**src/rtl/sdram_host_pkg.sv**
```systemverilog
// Shared types and sizing helpers for the SDRAM host-side request port.
package sdram_host_pkg;

  localparam int DATA_W = 16;

  typedef enum logic [1:0] {
    ST_IDLE,
    ST_ISSUE,
    ST_ACTIVE
  } state_t;

  // Request FIFO entry is {write, addr, wdata}.
  function automatic int entry_w(input int aw);
    return 1 + aw + DATA_W;
  endfunction

  function automatic int tmo_w(input int cycles);
    return $clog2(cycles + 1);
  endfunction

endpackage

```
**src/rtl/sdram_host_fifo.sv**
```systemverilog
// Small synchronous request FIFO; head is read straight from the storage registers.
module sdram_host_fifo #(
  parameter int WIDTH = 8,
  parameter int DEPTH = 4
) (
  input  logic             clk,
  input  logic             rst_n,
  input  logic             i_push,
  input  logic [WIDTH-1:0] i_din,
  input  logic             i_pop,
  output logic [WIDTH-1:0] o_dout,
  output logic             o_full,
  output logic             o_empty
);

  localparam int AW = $clog2(DEPTH);

  logic [WIDTH-1:0] r_mem [DEPTH];
  logic [AW:0]      r_wptr, r_rptr;
  logic             w_wr, w_rd;

  assign w_wr = i_push && !o_full;
  assign w_rd = i_pop && !o_empty;

  always_ff @(posedge clk or negedge rst_n) begin
    if (!rst_n) begin
      r_wptr <= '0;
      r_rptr <= '0;
    end else begin
      if (w_wr) r_wptr <= r_wptr + 1'b1;
      if (w_rd) r_rptr <= r_rptr + 1'b1;
    end
  end

  always_ff @(posedge clk) begin
    if (w_wr) r_mem[r_wptr[AW-1:0]] <= i_din;
  end

  // Extra pointer bit distinguishes full from empty when the indices match.
  assign o_dout  = r_mem[r_rptr[AW-1:0]];
  assign o_empty = (r_wptr == r_rptr);
  assign o_full  = (r_wptr[AW] != r_rptr[AW]) && (r_wptr[AW-1:0] == r_rptr[AW-1:0]);

endmodule

```
**src/rtl/sdram_host_port.sv**
```systemverilog
// Host valid/ready front end that replays buffered requests onto the controller's
// level-sensitive enable/busy handshake and returns read data on a response channel.
module sdram_host_port
  import sdram_host_pkg::*;
#(
  parameter int HADDR_WIDTH    = 24,
  parameter int FIFO_DEPTH     = 4,
  parameter int TIMEOUT_CYCLES = 255
) (
  input  logic                   clk,
  input  logic                   rst_n,
  input  logic                   req_valid,
  output logic                   req_ready,
  input  logic                   req_write,
  input  logic [HADDR_WIDTH-1:0] req_addr,
  input  logic [DATA_W-1:0]      req_wdata,
  output logic                   rsp_valid,
  input  logic                   rsp_ready,
  output logic [DATA_W-1:0]      rsp_data,
  output logic                   port_idle,
  output logic                   timeout_err,
  output logic [HADDR_WIDTH-1:0] wr_addr,
  output logic [HADDR_WIDTH-1:0] rd_addr,
  output logic [DATA_W-1:0]      wr_data,
  output logic                   wr_enable,
  output logic                   rd_enable,
  input  logic [DATA_W-1:0]      rd_data,
  input  logic                   rd_ready,
  input  logic                   busy
);

  localparam int EW = entry_w(HADDR_WIDTH);
  localparam int TW = tmo_w(TIMEOUT_CYCLES);

  typedef struct packed {
    logic                   write;
    logic [HADDR_WIDTH-1:0] addr;
    logic [DATA_W-1:0]      wdata;
  } req_t;

  state_t                 r_state, w_next;
  req_t                   w_head;
  logic [EW-1:0]          w_push_ent;
  logic                   w_push, w_pop, w_full, w_empty;
  logic                   w_tmo, w_can_issue;
  logic [TW-1:0]          r_tmo;
  logic                   r_is_rd, r_seen;
  logic                   r_wr_en, r_rd_en, r_rsp_valid, r_terr;
  logic [HADDR_WIDTH-1:0] r_addr;
  logic [DATA_W-1:0]      r_wdata, r_rsp_data;

  assign w_push_ent = {req_write, req_addr, req_wdata};
  assign w_push     = req_valid && !w_full;
  assign w_pop      = (r_state == ST_ISSUE) && (busy || w_tmo);

  sdram_host_fifo #(
    .WIDTH (EW),
    .DEPTH (FIFO_DEPTH)
  ) u_fifo (
    .clk     (clk),
    .rst_n   (rst_n),
    .i_push  (w_push),
    .i_din   (w_push_ent),
    .i_pop   (w_pop),
    .o_dout  (w_head),
    .o_full  (w_full),
    .o_empty (w_empty)
  );

  // A read waits while a response is still pending so responses never overflow.
  assign w_can_issue = !w_empty && (w_head.write || !r_rsp_valid);
  assign w_tmo       = (r_tmo == TW'(TIMEOUT_CYCLES - 1));

  always_ff @(posedge clk or negedge rst_n) begin
    if (!rst_n) r_state <= ST_IDLE;
    else        r_state <= w_next;
  end

  always_comb begin
    w_next = r_state;
    unique case (r_state)
      ST_IDLE:   if (w_can_issue) w_next = ST_ISSUE;
      ST_ISSUE:  if (busy) w_next = ST_ACTIVE;
                 else if (w_tmo) w_next = ST_IDLE;
      ST_ACTIVE: if (!busy || w_tmo) w_next = ST_IDLE;
      default:   w_next = ST_IDLE;
    endcase
  end

  always_ff @(posedge clk or negedge rst_n) begin
    if (!rst_n) begin
      r_wr_en     <= 1'b0;
      r_rd_en     <= 1'b0;
      r_addr      <= '0;
      r_wdata     <= '0;
      r_rsp_valid <= 1'b0;
      r_rsp_data  <= '0;
      r_terr      <= 1'b0;
      r_tmo       <= '0;
      r_is_rd     <= 1'b0;
      r_seen      <= 1'b0;
    end else begin
      if (r_rsp_valid && rsp_ready) r_rsp_valid <= 1'b0;
      unique case (r_state)
        ST_IDLE: if (w_can_issue) begin
          r_addr  <= w_head.addr;
          r_wdata <= w_head.wdata;
          r_wr_en <= w_head.write;
          r_rd_en <= !w_head.write;
          r_is_rd <= !w_head.write;
          r_seen  <= 1'b0;
          r_tmo   <= '0;
        end
        // Low busy here may just be a refresh in progress; keep holding until the timeout.
        ST_ISSUE: begin
          r_tmo <= r_tmo + 1'b1;
          if (busy || w_tmo) begin
            r_wr_en <= 1'b0;
            r_rd_en <= 1'b0;
          end
          if (!busy && w_tmo) r_terr <= 1'b1;
        end
        ST_ACTIVE: begin
          r_tmo <= r_tmo + 1'b1;
          if (r_is_rd && rd_ready) begin
            r_rsp_data  <= rd_data;
            r_rsp_valid <= 1'b1;
            r_seen      <= 1'b1;
          end
          if (!busy) begin
            if (r_is_rd && !r_seen && !rd_ready) r_terr <= 1'b1;
          end else if (w_tmo) begin
            r_terr <= 1'b1;
          end
        end
        default: ;
      endcase
    end
  end

  assign req_ready   = !w_full;
  assign rsp_valid   = r_rsp_valid;
  assign rsp_data    = r_rsp_data;
  assign timeout_err = r_terr;
  assign wr_enable   = r_wr_en;
  assign rd_enable   = r_rd_en;
  assign wr_addr     = r_addr;
  assign rd_addr     = r_addr;
  assign wr_data     = r_wdata;
  assign port_idle   = w_empty && (r_state == ST_IDLE) && !r_rsp_valid;

endmodule

```
**config.mk**
```make
export PLATFORM = sky130hd
export DESIGN_NAME = sdram_host_port
export DESIGN_NICKNAME = d
export VERILOG_FILES = /design/src/rtl/sdram_host_pkg.sv /design/src/rtl/sdram_host_fifo.sv /design/src/rtl/sdram_host_port.sv
export SDC_FILE = /design/constraint.sdc
export NUM_CORES = 1
export LEC_CHECK = 0
export CAP_MARGIN = 20
export CELL_PAD_IN_SITES_DETAIL_PLACEMENT = 1
export CELL_PAD_IN_SITES_GLOBAL_PLACEMENT = 2
export CORE_MARGIN = 2
export CORE_UTILIZATION = 40
export CTS_BUF_LIST = sky130_fd_sc_hd__clkbuf_8
export DETAILED_ROUTE_END_ITERATION = 12
export GPL_TIMING_DRIVEN = 0
export PLACE_DENSITY = 0.9
export SETUP_SLACK_MARGIN = 0.02
export SYNTH_ARGS = -nofsm -noshare
export SYNTH_HDL_FRONTEND = slang
export SYNTH_SLANG_ARGS = --single-unit
export TNS_END_PERCENT = 100
```
**constraint.sdc**
```tcl
create_clock -name clk -period 3.2 [get_ports clk]
set_clock_uncertainty 0.15 [all_clocks]
set_input_delay 0.48 -clock clk [delete_from_list [all_inputs] [get_ports clk]]
set_output_delay 0.48 -clock clk [all_outputs]
set_load 0.02 [all_outputs]
```
* Yosys cells after proc, flatten, opt, wreduce, memory -nomap -nowiden *
Memory sizes are Yosys's and may differ from the RTL's.
Cells that the tools add are included.

storage, ports and cells
  memories kept = 1
  register bits after elaboration = 78
  bits in writable memories = 164
  logic and storage cells = 92
  output and inout port bits = 86
  input port bits = 63

memories
  memory        words  bits a word  rd ports  clocked after Yosys merged registers in  wr ports  line                   text
  u_fifo.r_mem  4      41           1         0                                        1         sdram_host_fifo.sv:18  logic [WIDTH-1:0] r_mem [DEPTH];

cells by class
  equal/unequal tests = 14
  reductions and logical operators = 36
  add/sub/neg operators = 3
  multiplexer cells = 25

operators by type and width
  operator               count
  $pmux W8 S2            1
  $mux W1                14
  $logic_and A1 B1 Y1    13
  $ne A3 B3 Y1 const B   3
  $reduce_and A3 Y1      3
  $add A8 B1 Y8 const B  1
  $eq A8 B8 Y1 const B   1
  $mux W2                4
  $mux W8                1
  $pmux W1 S2            4
  $reduce_bool A2 Y1     4
  $logic_not A1 Y1       7
  $add A3 B1 Y3 const B  2
  $ne A2 B2 Y1 const B   3
  $pmux W2 S3            1
  $reduce_and A2 Y1      3
  $ne A2 B1 Y1 const B   2
  $reduce_and A4 Y1      1
  $eq A3 B3 Y1           1
  $logic_or A1 B1 Y1     3
  $eq A2 B1 Y1 const B   1
  $eq A2 B2 Y1           1
  $eq A2 B2 Y1 const B   1
  $logic_not A2 Y1       1
  other kinds (2)        2

* Longest topological paths before layout *
Gate-level depths: netlist of run 1.

  word-level depth = 7
  mapped depth = 7

* Cells and area by module *
A second synthesis of run 1 with hierarchy kept.

unflattened totals
  cells, all modules = 596
  area, all modules = 9,640.5 µm²

by module, submodules not included
  module           seq. area each (µm²)  instances  area each (µm²)  cells an instance
  sdram_host_fifo  5,074.9               1          6,428.7          263
  sdram_host_port  1,801.7               1          3,211.8          333

* Least setup slack after synthesis of run 1 *
Ideal clock, no wire load.

  kind = register -> register
  start = register u_fifo.r_rptr[1]
  end = memory u_fifo.r_mem[3][0] (netlist name) (enable)
  arrival time = 2,203 ps
  cell stages (with the launch flop) = 5
  slack = 443 ps
  path through = dfrtp_1 buf_2 xor2_1 o31a_1 and2_1

between the ends
  cells in the longest elaborated chain, start to end = 7

RTL lines
  element                            line                                          text
  start: declaration                 sdram_host_fifo.sv:19                         logic [AW:0] r_wptr, r_rptr;
  start signal: assignment           sdram_host_fifo.sv:31                         if (w_rd) r_rptr <= r_rptr + 1'b1;
  $eq A2 B2 Y1 (*)                   sdram_host_fifo.sv:42                         assign o_full = (r_wptr[AW] != r_rptr[AW]) && (r_wptr[AW-1:0] == r_rptr[AW-1:0]);
  $logic_and A1 B1 Y1 (*)            sdram_host_fifo.sv:42
  $logic_not A1 Y1 (*)               sdram_host_fifo.sv:22, sdram_host_port.sv:53
  $logic_and A1 B1 Y1                sdram_host_port.sv:53                         assign w_push = req_valid && !w_full;
  $logic_and A1 B1 Y1 (*)            sdram_host_fifo.sv:22                         assign w_wr = i_push && !o_full;
  $mux W1 (*)                        sdram_host_fifo.sv:36                         if (w_wr) r_mem[r_wptr[AW-1:0]] <= i_din;
  $mux W1 (not written as such) (*)  sdram_host_fifo.sv:36
  end: declaration                   sdram_host_fifo.sv:18

Every way passes the cells marked *; elsewhere a longest branch is shown, timed or not.

* Worst setup path in the final report of run 1 *
  start = register u_fifo.r_rptr[1]
  end = output port req_ready

between the ends
  cells in the longest elaborated chain, start to end = 3

RTL lines
  element              line                    text
  $eq A2 B2 Y1         sdram_host_fifo.sv:42
  $logic_and A1 B1 Y1  sdram_host_fifo.sv:42
  $logic_not A1 Y1     sdram_host_port.sv:141  assign req_ready = !w_full;
  end: declaration     sdram_host_port.sv:13   output logic req_ready,

No other way between the ends.

==> results of run 1 <==
-- cell usage after synthesis, types with 2 or more instances --
cell type  count  area (µm²)
a21oi_1        6        30.0
buf_6          5        56.3
nand2b_1       2        12.5
mux4_2        41         923
o211ai_1       6        45.0
o311ai_0       2        17.5
nand3_1       11        55.1
mux2_1        42         473
o31a_1         2        17.5
a2bb2oi_1      2        17.5
buf_2          2        10.0
nor2b_1        3        18.8
o22ai_1        2        12.5
or3_1          3        18.8
a22oi_1        2        15.0
and2_1         5        31.3
buf_4         24         180
nor2_1         7        26.3
a221o_1        3        30.0
and3_1         2        12.5
edfxtp_1     164        4920
nand2_1       11        41.3
clkbuf_1      15        56.3
or4_1          2        15.0
inv_1         12        45.0
dfrtp_1       78        1950
mux2_2        16         180
o21ai_0        8        40.0
nand4_1        2        12.5
xor2_1         4        35.0
a211o_1        2        17.5
ha_1          11         138
xnor2_1        5        43.8
nor3_1         7        35.0
-- final cells by class --
cell class | instances | share of cell area
flip-flops and latches | 242 | 0.551
multi-input cells | 226 | 0.197
repair buffers | 154 | 0.128
clock buffers | 45 | 0.0496
well taps | 319 | 0.0320
plain buffers | 46 | 0.0242
clock inverters | 27 | 0.0146
inverters | 12 | 0.00361
-- path summary, 6_finish.rpt --
kind                                       end  slack, ns  depth (start not counted)        startpoint
setup reg to reg           u_fifo.r_mem[0][32]       0.44                          5  u_fifo.r_rptr[1]
max in group asynchronous          rd_addr[22]       1.96                          3             rst_n
hold reg to reg                    timeout_err       0.32                          1       timeout_err
min in group clk                   timeout_err       0.32                          1       timeout_err
setup / recovery                     req_ready       0.18                          4  u_fifo.r_rptr[1]
hold / removal                     rd_addr[14]       0.31                          2             rst_n
-- sequential cells by signal, indices dropped and copies added, names as in the netlist, 2 cells and up --
| name | flops |
|---|---|
| r_tmo | 8 |
| rd_addr | 24 |
| u_fifo.r_mem | 164 |
| u_fifo.r_rptr | 3 |
| u_fifo.r_wptr | 3 |
| rsp_data | 16 |
| r_state | 2 |
| wr_data | 16 |
-- repair_timing --
item	in CTS	in global routing
hold endpoints to repair	31	0
gates resized for setup	2	0
hold buffers	1	0
endpoints found under the setup margin	1	0
-- where the power goes --
group,total (µW),switching [µW],internal (µW)
Sequential,4870,495,4380
Clock,2720,1250,1470
Combinational,5510,2820,2690
-- per-layer routing --
| layer | track usage | wire length [µm] |
|---|---|---|
| met1 | 0.213 | 9190 |
| met2 | 0.311 | 11400 |
| met3 | 0.0432 | 1150 |
| met4 | 0.0492 | 368 |
| met5 | 0 | 0 |
-- per-stage QoR --
stage,worst slack (ns),hold slack [ns],setup TNS [ns]
finish,0.176,0.306,0
global route,0.0203,0.350,0
CTS,0.159,0.305,0
detailed placement,0.393,0.325,0
global placement,-1.68,0.329,-210.43
floorplan,0.443,0.0344,0
-- cell families (layout without fill, tap and decap cells) --
logic type / Yosys count / count (layout) / share of synthesized area
adders and majority gates: 11 / 11 / 0.0142
and+or+nand+nor: 60 / 60 / 0.0325
buffers and inverters: 58 / 284 / 0.0359
DFF: 242 / 242 / 0.711
xor gates and xnor gates: 9 / 9 / 0.00814
muxes: 99 / 99 / 0.163
AOI/OAI and AO/OA: 47 / 47 / 0.0358
==> summary.md, run 1 <==
| Metric | Value |
|---|---|
| Fmax | `0.331 GHz` |
| Max Slew Vio Count | `0` |
| Io pins | `149` |
| Layout cell share with drive strength beyond 1 | `0.210` |
| Yosys cell types | `51` |
| Overall overflow remaining after global route | `0` |
| Setup violations, final | `0` |
| Initial antenna violation count | `0` |
| Non-filler cells, final | `1071` |
| Final ANT Viol Nets | `0` |
| Critical Path Start Type | `flop` |
| Core area | `23600 µm²` |
| VDD IR max | `0.567 mV` |
| Number of global-route vias before repair | `6214` |
| PortBufs | `148` |
| Dpl hpwl | `14400 µm` |
| Register area | `6880 µm²` |
| Kind of end point of the critical path | `output port` |
| Cell Rows | `56` |
| CP Class | `reg -> out` |
| Hold Path Class | `in -> async` |
| Final Cycle Share | `0.945` |
| Routed vias/inst | `5.10` |
| Final min period | `3.02 ns` |
| Pwr per Cell Area | `1050 nW/µm²` |
| # nets final | `796` |
| Chip width | `160 µm` |
| Slew headroom | `0.397` |
| First-pass GRT wire length | `35000 µm` |
| Worst Path Max Fanout | `7` |
| Total GRT Usage | `0.175` |
| Die footprint | `25500 µm²` |
| Worst endpoint data arrival time | `2.39 ns` |
| WP data required | `2.57 ns` |
| Router iterations before antenna repair | `4` |
| CTS tree | `yes` |
| Max-cap viol count | `0` |
| Residual DRC | `0` |
| Htree depth | `2` |
| CTS Buf Count | `40` |
| Post-synthesis sequential area ratio | `0.711` |
| Mapped Cells | `526` |
| Final Wtd Congestion | `0.757` |
| Final Instance Area | `12500 µm²` |
| Status | `complete, no violations` |
| Final Hold Viols | `0` |
| Pwr Total | `13100 µW` |
| Yosys reg bits | `242` |
| P&R area growth vs syn | `29.0%` |
| Post-Route WL | `22100 µm` |
| Most common cell after layout, fill and taps aside | `edfxtp_1` |
| # diodes | `0` |
| Pleak | `0.00456 µW` |
| Filler instances | `2246` |
| Most frequent cells in the layout | `edfxtp_1, clkdlybuf4s50_1, dfrtp_1, clkbuf_8, mux2_1` |
| Initial core utilization | `0.410` |
| Main synth FF type | `edfxtp_1` |
| Pin count of the biggest net entering global routing | `48` |
| Clk root buf | `clkbuf_8` |
| Worst-Margin Slew | `0.905 ns` |
| Clk_lat worst skew | `0.54 ns` |
| WL per Instance | `20.6 µm` |
| YS warnings | `0` |
| Inst Count DP | `998` |
| Max stage delay on crit path | `0.61 ns` |
| Synthesized Nets | `600` |
| Post-CTS Repair Setup Buffers | `0` |
| Worst path top cell family by delay | `buffers and inverters` |
| RSZ-0062 raised after global routing | `no` |
| Area of the multi-input gates | `2460 µm²` |
| Critical Path, Cell by Cell | `buf_2 > xor2_1 > or3_1 > clkdlybuf4s50_1` |
| Die Ht | `160 µm` |
| Post-synth EDFFs | `164` |
| Initial DRC count | `221` |
| Utilization after layout | `0.529` |
| Clock sinks | `242` |
| Vias | `5460` |
| Cell area after synthesis | `9680 µm²` |
| CP bufs+invs | `2` |
| Post-synth ARST share | `0.322` |
| CP max-delay cell | `clkdlybuf4s50_1` |
| Avg Cell Area, Syn | `18.4 µm²` |
| Clock slew seen by the registers of the worst setup and hold paths | `0.06 ns` |
| Worst-case clock buffer depth | `3` |
| Post-placement cell area | `11700 µm²` |
Note: power is estimated with default switching activity, not from simulation.
==> inputs of run 2 (changes only) <==
CTS_BUF_LIST = sky130_fd_sc_hd__clkbuf_2   (was sky130_fd_sc_hd__clkbuf_8)
==> run 2 against run 1 <==
First-iteration DRC count is 1.4% higher; worst setup slack better by 0.021 ns; sequential share of layout area is 0.92 points higher; worst hold slack worse by 0.18 ns; combinational power hardly changed; final area is 1.6% lower; die area stayed put; global-route usage is 0.076 points lower; via count is 1.9% higher; power is 5.4% lower; non-clock buffer count is 1 higher; highest routed layer unchanged.
==> summary.md, run 2 (synthesized netlist as in run 1, its figures left out) <==
| Metric | Value |
|---|---|
| Max stage delay on crit path | `0.42 ns` |
| Setup slack after layout | `0.197 ns` |
| Initial antenna violation count | `0` |
| Worst-case clock buffer depth | `3` |
| Critical path depth in cells | `5` |
| Sw Pwr | `4550 µW` |
| Total GRT Usage | `0.175` |
| Number of global-route vias before repair | `6378` |
| Reg2Reg Setup Slack | `0.55 ns` |
| Layout cell share with drive strength beyond 1 | `0.260` |
| Reg-to-Reg Start | `u_fifo.r_rptr[1]` |
| FF-to-FF path depth | `5` |
| Most frequent cells in the layout | `edfxtp_1, clkdlybuf4s50_1, clkbuf_2, dfrtp_1, mux2_1` |
| Worst-Margin Slew | `0.918 ns` |
| Pre-CTS setup slack | `0.393 ns` |
| CP max-delay cell | `or3_4` |
| Hold Path Class | `in -> reg` |
| WL per Instance | `19.7 µm` |
| Worst path top cell family by delay | `simple AND/OR/NAND/NOR gates` |
| Critical Path, Cell by Cell | `buf_2 > xor2_2 > or3_4 > nor3_2 > buf_2` |
| Internal Dissipation | `7840 µW` |
| Final min period | `3.00 ns` |
| Final Wtd Congestion | `0.757` |
| Cell Rows | `56` |
| CP bufs+invs | `2` |
| Slew headroom | `0.388` |
| Setup violations, final | `0` |
| Clock power frac | `0.162` |
| Core area | `23600 µm²` |
| Comb pwr share | `0.446` |
| Die Ht | `160 µm` |
| VDD IR max | `0.505 mV` |
| Worst endpoint data arrival time | `2.37 ns` |
| PortBufs | `148` |
| Status | `complete, no violations` |
| WP data required | `2.57 ns` |
| Die footprint | `25500 µm²` |
| Residual DRC | `0` |
| Most common cell after layout, fill and taps aside | `edfxtp_1` |
| RSZ-0062 raised after global routing | `no` |
| Switching share of power | `0.367` |
| RR Endpoint | `u_fifo.r_mem[0][40]` |
| Kind of end point of the critical path | `output port` |
| Clk_lat worst skew | `0.82 ns` |
| Dpl hpwl | `14400 µm` |
| Overall overflow remaining after global route | `0` |
| Final Hold Viols | `0` |
| Final ANT Viol Nets | `0` |
| Final Cycle Share | `0.938` |
| Htree depth | `2` |
| First-pass GRT wire length | `35200 µm` |
| Worst Path Max Fanout | `7` |
| Initial DRC count | `224` |
| Crit path top cell by count | `buf_2` |
| Clock sinks | `242` |
| CTS tree | `yes` |
| Pleak | `0.00453 µW` |
| Vias | `5562` |
| Clk root buf | `clkbuf_2` |
| Router iterations before antenna repair | `5` |
| P&R area growth vs syn | `26.9%` |
| Chip width | `160 µm` |
| Max Slew Vio Count | `0` |
| Pwr Total | `12400 µW` |
| Io pins | `149` |
| Routed vias/inst | `5.00` |
| CP Class | `reg -> out` |
| Critical Path Start Type | `flop` |
| Crit path capture | `port_idle` |
| Pin count of the biggest net entering global routing | `48` |
| Initial core utilization | `0.410` |
| Worst setup path start | `u_fifo.r_rptr[1]` |
| CTS Buf Count | `60` |
| Max reg flops | `164` |
| # nets final | `817` |
| Flop pwr share | `0.392` |
| Max-cap viol count | `0` |
| Clock slew seen by the registers of the worst setup and hold paths | `0.11 ns` |
| Pwr per Cell Area | `1010 nW/µm²` |
| Filler instances | `2278` |
| Post-Route WL | `22000 µm` |
| Fmax | `0.333 GHz` |
run 2: layout make-up:
cell class / instances / area (µm²) / area share
flip-flops and latches: 242 / 6880 / 0.560
multi-input cells: 226 / 2490 / 0.202
repair buffers: 156 / 1630 / 0.133
clock buffers: 92 / 460 / 0.0375
well taps: 319 / 399 / 0.0325
plain buffers: 45 / 299 / 0.0243
clock inverters: 20 / 87.6 / 0.00713
inverters: 12 / 45.0 / 0.00367
diodes: 1 / 2.50 / 0.000204
run 2: metrics by stage:
| stage | setup TNS, ns | instances | hold slack, ns | util | cell area [µm²] |
|---|---|---|---|---|---|
| floorplan | 0 | 526 | 0.0344 | - | 9680 |
| global placement | -210.43 | 993 | 0.329 | 0.490 | 11600 |
| detailed placement | 0 | 998 | 0.325 | 0.494 | 11700 |
| CTS | 0 | 1113 | 0.0238 | 0.520 | 12300 |
| global route | 0 | 1112 | 0.0231 | 0.520 | 12300 |
| finish | 0 | 1113 | 0.130 | 0.520 | 12300 |
run 2: power by group through the flow:
stage | clock (µW) | combinational (µW) | sequential [µW]
after global routing | 2240 | 5950 | 4960
after detailed placement | 0 | 5580 | 4940
final | 2000 | 5530 | 4870
after CTS | 2090 | 5630 | 4880
after floorplan | 0 | 2970 | 5250
after global placement | 0 | 5270 | 4880
run 2: repair_timing:
item / in CTS / in global routing
setup endpoints to repair: 2 / 1
resized for setup: 9 / 2
hold buffers: 3 / 0
endpoints found under the hold margin: 78 / 0
buffers inserted: 0 / 0
run 2: how the worst min path moves through the flow:
stage                            start                  end  slack [ns]  cells after the start
after global routing       req_addr[0]  u_fifo.r_mem[1][16]        0.02                      1
final                        rsp_ready            rsp_valid        0.13                      2
after CTS                 req_addr[17]  u_fifo.r_mem[0][33]        0.02                      1
after floorplan                  rst_n              r_is_rd        0.03                      0
after detailed placement   timeout_err          timeout_err        0.33                      1
after global placement     timeout_err          timeout_err        0.33                      1
run 2: routing by layer:
layer / share of wire / track usage
met5: 0 / 0
met1: 0.41 / 0.210
met3: 0.059 / 0.0542
met2: 0.52 / 0.310
met4: 0.0087 / 0.0388
==> inputs of run 3 (changes only) <==
ABC_CLOCK_PERIOD_IN_PS = 3200   (was not set)
==> results of run 3 <==
Same layout as run 2: the final DEF is identical, and so are final timing and power.
